**src/rtl/clk_en_gen.sv**
```systemverilog
// clk_en_gen: multi-channel, runtime-programmable clock-enable generator.
//
// Each channel divides sysclk by its own divisor D. It emits a one-cycle
// enable pulse every D cycles. D=0 is treated as D=1. The channel supports
// per-channel gating, a global phase-align strobe (sync) and a combinational
// divisor readback.
//
// Optional feature: define CLK_EN_GEN_SQUARE_EN to compile in the ~50%-duty
// clk_sq outputs. The square wave rises with pulse, stays high for ceil(D/2)
// cycles and then low for floor(D/2) cycles. When the macro is undefined,
// clk_sq is tied to zero and has no registers behind it.
module clk_en_gen #(
  parameter int CH          = 4,   // number of channels, 1..16
  parameter int W           = 16,  // divisor / counter width
  parameter int DEFAULT_DIV = 2    // divisor loaded at reset
) (
  input  logic          sysclk,
  input  logic          reset,
  input  logic [CH-1:0] ch_en,
  input  logic          sync,
  input  logic          wr_en,
  input  logic [3:0]    wr_ch,
  input  logic [W-1:0]  wr_div,
  input  logic [3:0]    rd_ch,
  output logic [W-1:0]  rd_div,
  output logic [CH-1:0] pulse,
  output logic [CH-1:0] clk_sq
);

  localparam logic [W-1:0] DIV_RST = W'(DEFAULT_DIV);
  localparam logic [W-1:0] ONE     = W'(1);

  // Per-channel divisor and phase counter
  logic [W-1:0] div_q [CH];
  logic [W-1:0] div_d [CH];
  logic [W-1:0] cnt_q [CH];
  logic [W-1:0] cnt_d [CH];

  // Per-channel decode
  logic [W-1:0]  deff [CH];  // effective divisor, never 0
  logic [CH-1:0] wr_hit;     // this channel is the write target
  logic [CH-1:0] clr;        // sync, write or gated: restart the phase
  logic [CH-1:0] wrap;       // last count of the period
  logic [CH-1:0] pulse_d;

  // Decode effective divisor, restart conditions and the end of the period
  always_comb begin
    for (int c = 0; c < CH; c++) begin
      deff[c]   = (div_q[c] == '0) ? ONE : div_q[c];
      // wr_ch values >= CH never match a channel index, so those writes are dropped
      wr_hit[c] = wr_en && (wr_ch == 4'(c));
      clr[c]    = sync || wr_hit[c] || !ch_en[c];
      wrap[c]   = (cnt_q[c] == deff[c] - ONE);
    end
  end

  // Next-state logic: sync / write / gate take priority over counting
  always_comb begin
    for (int c = 0; c < CH; c++) begin
      // A write still lands when it coincides with sync; only the counters clear
      div_d[c] = wr_hit[c] ? wr_div : div_q[c];
      if (clr[c]) begin
        cnt_d[c]   = '0;
        pulse_d[c] = 1'b0;
      end else if (wrap[c]) begin
        cnt_d[c]   = '0;
        pulse_d[c] = 1'b1;
      end else begin
        cnt_d[c]   = cnt_q[c] + ONE;
        pulse_d[c] = 1'b0;
      end
    end
  end

  // State registers for divisor, counter and pulse
  always_ff @(posedge sysclk or posedge reset) begin
    if (reset) begin
      // NOTE: div is a small configuration register array rather than a RAM,
      // so every entry is reset to a known divisor.
      for (int c = 0; c < CH; c++) begin
        div_q[c] <= DIV_RST;
        cnt_q[c] <= '0;
      end
      pulse <= '0;
    end else begin
      // NOTE: non-blocking assignments keep every register sampling the
      // pre-edge values, whatever order the statements are written in.
      for (int c = 0; c < CH; c++) begin
        div_q[c] <= div_d[c];
        cnt_q[c] <= cnt_d[c];
      end
      pulse <= pulse_d;
    end
  end

  // Readback mux: zero for channels that do not exist
  always_comb begin
    // NOTE: the default assignment first means no path leaves rd_div
    // unassigned, so no latch is inferred.
    rd_div = '0;
    for (int c = 0; c < CH; c++) begin
      if (rd_ch == 4'(c)) rd_div = div_q[c];
    end
  end

`ifdef CLK_EN_GEN_SQUARE_EN
  logic [CH-1:0] half;  // count at which the high phase ends
  logic [CH-1:0] sq_d;

  // Square wave: set with the pulse, cleared after ceil(Deff/2) high cycles
  always_comb begin
    for (int c = 0; c < CH; c++) begin
      // ceil(Deff/2)-1 == (Deff-1)>>1
      half[c] = (cnt_q[c] == ((deff[c] - ONE) >> 1));
      if (clr[c])       sq_d[c] = 1'b0;
      else if (wrap[c]) sq_d[c] = 1'b1;
      else if (half[c]) sq_d[c] = 1'b0;
      else              sq_d[c] = clk_sq[c];
    end
  end

  // Square-wave registers
  always_ff @(posedge sysclk or posedge reset) begin
    if (reset) clk_sq <= '0;
    else       clk_sq <= sq_d;
  end
`else
  assign clk_sq = '0;
`endif

endmodule

```
**config.mk**
```make
export PLATFORM = sky130hd
export DESIGN_NAME = clk_en_gen
export DESIGN_NICKNAME = d
export VERILOG_FILES = /design/src/rtl/clk_en_gen.sv
export SDC_FILE = /design/constraint.sdc
export NUM_CORES = 1
export LEC_CHECK = 0
export CORE_UTILIZATION = 55
export CTS_CLUSTER_SIZE = 40
export DETAILED_ROUTE_END_ITERATION = 8
export PLACE_DENSITY = 0.75
export SYNTH_ARGS = -nofsm -noshare
export SYNTH_HDL_FRONTEND = slang
export SYNTH_SLANG_ARGS = --single-unit
```
**constraint.sdc**
```tcl
create_clock -name sysclk -period 14.6 [get_ports sysclk]
set_clock_uncertainty 0.15 [all_clocks]
set_input_delay 3.65 -clock sysclk [delete_from_list [all_inputs] [get_ports sysclk]]
set_output_delay 3.65 -clock sysclk [all_outputs]
set_load 0.05 [all_outputs]
```
Word level (Yosys, flattened, before mapping)
Index checks and enable logic that the tools add are counted.
{ "totals": {"regBits": 132, "latchBits": 0, "mem_bits_ro": 0, "ramBits": 0, "wordCells": 73, "mem_count": 0, "output_inout_bits": 24} }
{ "classes": {"multipliers": 0, "n_eq_ne": 10, "muxes": 24, "n_shift": 0, "order_cmp": 0, "addsub": 8, "div": 0, "bitwise_logic": 0, "n_reduce_logical": 22} }
{ "op_table": {"columns": ["cell", "n"], "rows": [
  ["$mux W16", 16],
  ["$add A16 B1 Y16 const B", 4],
  ["$eq A16 B16 Y1", 4],
  ["$logic_not A16 Y1", 4],
  ["$sub A16 B1 Y16 const B", 4],
  ["$eq A4 B2 Y1 const B", 4],
  ["$eq A4 B1 Y1 const B", 2],
  ["$logic_not A4 Y1", 2],
  ["$logic_or A1 B1 Y1", 8],
  ["$mux W1", 8],
  ["$logic_and A1 B1 Y1", 4],
  ["$logic_not A1 Y1", 4]
]} }

Depth between registers and ports, before layout
Gate-level depths: netlist of run 1.
{ "logic_depth": {"word_depth": 6, "ltp_mapped": 15} }

Least setup slack after synthesis of run 1
Ideal clock, no wire load.
{ "synth_timing": {"kind": "input to output", "from": "input port rd_ch[0]", "to": "output port rd_div[0]", "path_stages": 4, "arrival_ps": 5586, "path_slack_ps": 5214, "path_cell_list": "clkbuf_1 buf_1 mux4_2 nor2b_1"} }
{ "synth_between": {"elab_chain_cells": 5, "elab_cells_between_ends": 8, "cone_classes": "eq/ne: 3; mux: 4; reduce/logical: 1"} }
{ "synth_rtl": {"columns": ["item", "line", "text"], "rows": [
  ["start: declaration", "24", "input logic [3:0] rd_ch,"],
  ["$logic_not A4 Y1", "102", "if (rd_ch == 4'(c)) rd_div = div_q[c];"],
  ["$mux W16 (3 in a row)", "102", null],
  ["$mux W16 (*)", "102", null],
  ["end: declaration", "25", "output logic [W-1:0] rd_div,"]
]} }
Mark *: on every way between the ends. The rest lies on a longest branch, timed or not.

Worst setup path after layout of run 1
{ "layout_timing": {"from": "input port rd_ch[0]", "to": "output port rd_div[8]"} }
Same word-level chain as after synthesis.

==> reports/metrics.cfg, run 1 <==
[global_routing]
grt_max_degree = 81
grt_antenna_before_repair = 0
grt_usage = 0.277
grt_pass1_wl_um = 34400
grt_pass1_vias = 6506
overflow = 0

[cts]
post_cts_buffers = 0
clockBufferDepth = 2
clkSinkCount = 132
root_buffer = clkbuf_16
cts.htree.levels = 4
cts_buffers = 17
cts_resized = 0
clock_latency_ns = 0.42
cts-hold-fix-buffers = 0
cts_tree = yes
path_clk_slew_ns = 0.06

[power]
pwr-share-seq = 0.401
internal_power_mw = 0.867
cellLeakagePower_nw = 3.87
peakVddDrop_v = 0.000108
power_switching_mw = 0.403
power_density_nw_per_um2 = 131
combPwrFrac = 0.234
power_frac_clock = 0.365
power_mw = 1.27
switching_share = 0.317

[routing]
wl_um = 20800
drc = 0
vias_per_cell = 6.19
first_pass_iters = 7
post_drt_wl_per_cell_um = 19.0
via_count = 6783
postRouteAntennaNets = 0
drtIter0Drc = 605

[critical_path]
crit_fanout = 16
worstSetupEndpointType = output port
crit_type = in -> out
cp.required_ns = 10.80
startpoint_type = input pin
crit_arrival_ns = 6.36

[placement]
routabilityCongestion = 0.930
place_hpwl_um = 14500
place_ws_ns = 4.43
portBuffers = 51
dpl.cell_count = 1064

[synthesis]
synth_area_leaders = dfrtp_1 (38%), mux2_2 (8.6%), xnor2_1 (7.2%)
yosys.area.top_type = dfrtp_1
yosysSeqAreaShare = 0.389
synthTopCellsByCount = dfrtp_1 (128), nor2_1 (73), xnor2_1 (70), mux2_2 (65), nand2_1 (64)
synth_ff_type = dfrtp_1
async_flop_share = 1.00
netlist_area_sq_um = 8510
netlist_instances = 866
synth-edff-count = 0
synth_area_per_cell_sq_um = 9.83
ys_ff_latch = 132
synth_top_area_share = 0.376
synthDistinctLibCells = 66
yosys_warnings = 0
yosysMostFrequentCell = dfrtp_1

[sta]
tightest_slew_ns = 1.10
whs_ns = 0.411
finalHoldViolCount = 0
post-route-min-period_ns = 10.16
finalCritPeriodShare = 0.696
worst_slack_ns = 4.44
slew_viol_final = 0
rsz0062_at_grt = false
fin_setup_tns_ns = 0
fmax_mhz = 98.5
max_slew_margin = 0.264
setup_viol = 0

[die]
coreArea_sq_um = 15100
dieHeight_um = 126
dieWidth_um = 126
row_count = 45
boundaryPins = 56
start_util = 0.562
die-area_sq_um = 16000

[finish]
area_delta_synth_final_pct = 14.2
diodes = 0
drive_gt1_frac = 0.149
multi_input_area_sq_um = 4950
nFillCells = 1217
seq_area_sq_um = 3310
nNetsFinal = 935
finalNonFillerCells = 1095

[status]
status = finished clean

[run]
max_cap_viol_count = 0

[min_path]
hold_path.class = reg -> reg

[cells by family after synthesis]
group / synth area share
compound gates: 0.0652
fa+ha+maj: 0.0118
mux: 0.138
simple gates: 0.241
other cells: 0.000440
flops: 0.389
xor+xnor: 0.123
buf+inv: 0.0323
[critical path, cell delays in order]
cell	delay, ns
clkdlybuf4s50_1	1.20
mux4_2	0.61
nor2b_1	0.16
clkdlybuf4s50_1	0.73
[through the flow]
step,instance area [sq um],util
floorplan,8530,-
global placement,9090,0.600
detailed placement,9090,0.600
CTS,9720,0.642
global route,9720,0.642
finish,9720,0.642
[placed cells by master (no fill, tap or decap), types with 5 or more instances in the layout]
cell / Yosys / layout
nor4_1: 13 / 13
o31ai_1: 7 / 7
xnor2_1: 70 / 70
a31oi_1: 6 / 6
nand3_1: 42 / 42
buf_4: 5 / 5
nand4_1: 16 / 16
nor2b_1: 25 / 25
mux2_2: 65 / 65
and3_1: 16 / 16
dfrtp_1: 128 / 128
mux4_2: 16 / 16
nor3b_1: 18 / 18
a21oi_1: 11 / 11
xor2_1: 47 / 47
clkdlybuf4s50_1: 0 / 51
mux2i_1: 8 / 8
or4_1: 14 / 14
inv_1: 12 / 11
nand2_1: 64 / 64
nand2b_1: 5 / 5
nor3_1: 52 / 51
nand3b_1: 10 / 10
clkbuf_16: 0 / 17
ha_1: 8 / 8
nor2_1: 73 / 73
o21ai_0: 15 / 15
or3_1: 7 / 7
[area by class of cell]
type	instances	area share
clock buffers	23	0.0502
clock inverters	8	0.0152
inverters	12	0.00489
multi-input cells	676	0.509
flip-flops and latches	132	0.340
well taps	188	0.0242
repair buffers	56	0.0564
[worst paths after layout]
check / startpoint / endpoint / slack, ns / depth (start not counted)
worst max register to register: div_q[36] / cnt_q[47] / 9.86 / 12
worst max-delay path: rd_ch[0] / rd_div[8] / 4.44 / 4
min in group asynchronous: reset / cnt_q[2] / 3.55 / 2
worst min register to register: div_q[49] / div_q[49] / 0.41 / 2
max in group asynchronous: reset / cnt_q[63] / 9.30 / 3
worst min-delay path: div_q[49] / div_q[49] / 0.41 / 2
[sequential cells by signal (all words and copies together) (netlist names)]
signal and flops:
cnt_q 64, div_q 64, pulse 4
[per-layer routing]
layer | wire (um) | vias up | track usage
met1 | 9560 | 3355 | 0.393
met4 | 198 | 0 | 0.0631
li1 | - | 3174 | -
met2 | 9480 | 233 | 0.431
met3 | 1540 | 21 | 0.0671
met5 | 0 | - | 0
[power by group through the flow]
stage,Clock [mW],Combinational (mW),Sequential [mW]
after CTS,0.468,0.297,0.505
final,0.463,0.297,0.509
after floorplan,0,0.259,0.458
after detailed placement,0,0.293,0.511
after global routing,0.484,0.326,0.515
after global placement,0,0.287,0.510
(Power assumes the default switching activity.)
==> run 2, diff against run 1 <==
==> constraint.sdc (replaced) <==
create_clock -name sysclk -period 10.35 [get_ports sysclk]
set_clock_uncertainty 0.15 [all_clocks]
set_input_delay 2.5875 -clock sysclk [delete_from_list [all_inputs] [get_ports sysclk]]
set_output_delay 2.5875 -clock sysclk [all_outputs]
set_load 0.05 [all_outputs]
==> reports/metrics.cfg, run 2 (synthesis results as in run 1) <==
[routing]
vias_per_cell = 6.22  ; +0.38%
postRouteAntennaNets = 0  ; unchanged
drc = 0  ; unchanged
drtIter0Drc = 580  ; -4.1%
wl_um = 20800  ; +0.26%
via_count = 6815  ; +0.47%
first_pass_iters = 5  ; -2
post_drt_wl_per_cell_um = 19.0  ; +0.17%

[cts]
post_cts_buffers = 0  ; unchanged
clkSinkCount = 132  ; unchanged
clockBufferDepth = 2  ; unchanged
cts_buffers = 17  ; unchanged
cts-hold-fix-buffers = 0  ; unchanged
root_buffer = clkbuf_16
cts_resized = 0  ; unchanged
path_clk_slew_ns = 0.05  ; about the same
cts_tree = yes
cts.htree.levels = 4  ; unchanged
clock_latency_ns = 0.42  ; about the same

[placement]
portBuffers = 51  ; unchanged
place_area_sq_um = 9090  ; unchanged
routabilityCongestion = 0.940  ; +1.0%
place_hpwl_um = 14700  ; +1.2%

[critical_path]
crit_fanout = 16  ; unchanged
startpoint_type = input pin
crit_arrival_ns = 5.31  ; -1.05 ns
slowest_delay_ns = 1.21  ; about the same
slowest_stage = clkdlybuf4s50_1
cpMostUsedCell = clkdlybuf4s50_1
worstSetupEndpointType = output port
crit_type = in -> out
cp.required_ns = 7.61  ; -3.19 ns
cp_cell_sequence = clkdlybuf4s50_1, mux4_2, nor2b_1, clkdlybuf4s50_1

[finish]
area_delta_synth_final_pct = 13.5
layout_common_cells = dfrtp_1 (128), nor2_1 (73), xnor2_1 (70)
top_regs = cnt_q x64, div_q x64, pulse x4
fin_area_sq_um = 9670  ; -0.58%
drive_gt1_frac = 0.150  ; +0.000937
layout_commonest_cell = dfrtp_1
fin_util = 0.638  ; -0.00372
nNetsFinal = 935  ; unchanged
diodes = 0  ; unchanged

[global_routing]
grt_pass1_wl_um = 34300  ; -0.12%
grt_antenna_before_repair = 1  ; +1
grt_max_degree = 79  ; -2.5%
grt_usage = 0.277  ; +0.000589
overflow = 0  ; unchanged
grt_pass1_vias = 6569  ; +0.97%

[die]
die-area_sq_um = 16000  ; unchanged
start_util = 0.562  ; unchanged
dieWidth_um = 126  ; unchanged
boundaryPins = 56  ; unchanged
coreArea_sq_um = 15100  ; unchanged
dieHeight_um = 126  ; unchanged
row_count = 45  ; unchanged

[sta]
finalCritPeriodShare = 0.777
rsz0062_at_grt = false
slew_viol_final = 0  ; unchanged
setup_viol = 0  ; unchanged
whs_ns = 0.386  ; -0.0251 ns
finalHoldViolCount = 0  ; unchanged
fmax_mhz = 124
post-route-min-period_ns = 8.04
fin_setup_tns_ns = 0  ; unchanged
tightest_slew_ns = 1.11  ; +0.00928 ns
max_slew_margin = 0.258  ; -0.00620

[run]
max_cap_viol_count = 0  ; unchanged

[status]
status = finished clean

[power]
power_mw = 1.74  ; +37%
peakVddDrop_v = 0.000128  ; +19%
cellLeakagePower_nw = 3.85  ; -0.41%
power_density_nw_per_um2 = 180  ; +38%

[min_path]
hold_path.class = reg -> reg

-- run 2: power by group --
| part | leakage, nW | internal [mW] | switching, mW |
|---|---|---|---|
| sequential | 1.72 | 0.578 | 0.136 |
| combinational | 1.85 | 0.217 | 0.208 |
| clock | 0.285 | 0.371 | 0.225 |
| total | 3.85 | 1.17 | 0.570 |
-- run 2: worst max-delay path, delay by kind of cell --
kind	cells	cell delay, ns
AND/OR/NAND/NOR	1	0.17
buffers and inverters	2	1.93
multiplexers	1	0.62
-- run 2: layout make-up --
cell class                 instances  area, sq um
tap                              188          235
sequential                       132         3310
inverter                          12         47.5
timing repair buffer              56          548
fill                            1202         5480
clock inverter                    10          105
multi-input combinational        676         4950
clock buffer                      22          474
-- run 2: per-layer routing --
layer  wire [um]  global-route usage  vias up
met4         263              0.0758        0
met2        9520               0.426      247
met5           0                   0        -
met3        1530              0.0662       20
li1            -                   -     3182
met1        9520               0.394     3366
-- run 2: final timing paths --
path	end	slack, ns	depth (start not counted)	from
setup reg to reg	pulse[1]	5.57	12	div_q[36]
min in group asynchronous	cnt_q[39]	2.60	2	reset
hold / removal	div_q[49]	0.39	2	div_q[49]
max in group asynchronous	div_q[32]	6.17	3	reset
setup / recovery	rd_div[9]	2.31	4	rd_ch[0]
hold reg to reg	div_q[49]	0.39	2	div_q[49]
-- run 2: per-stage QoR --
stage	std cells	worst slack, ns
final	1096	2.31
after CTS	1096	2.29
after detailed placement	1064	2.29
after global placement	1064	2.35
after floorplan	869	3.09
after global routing	1096	2.14
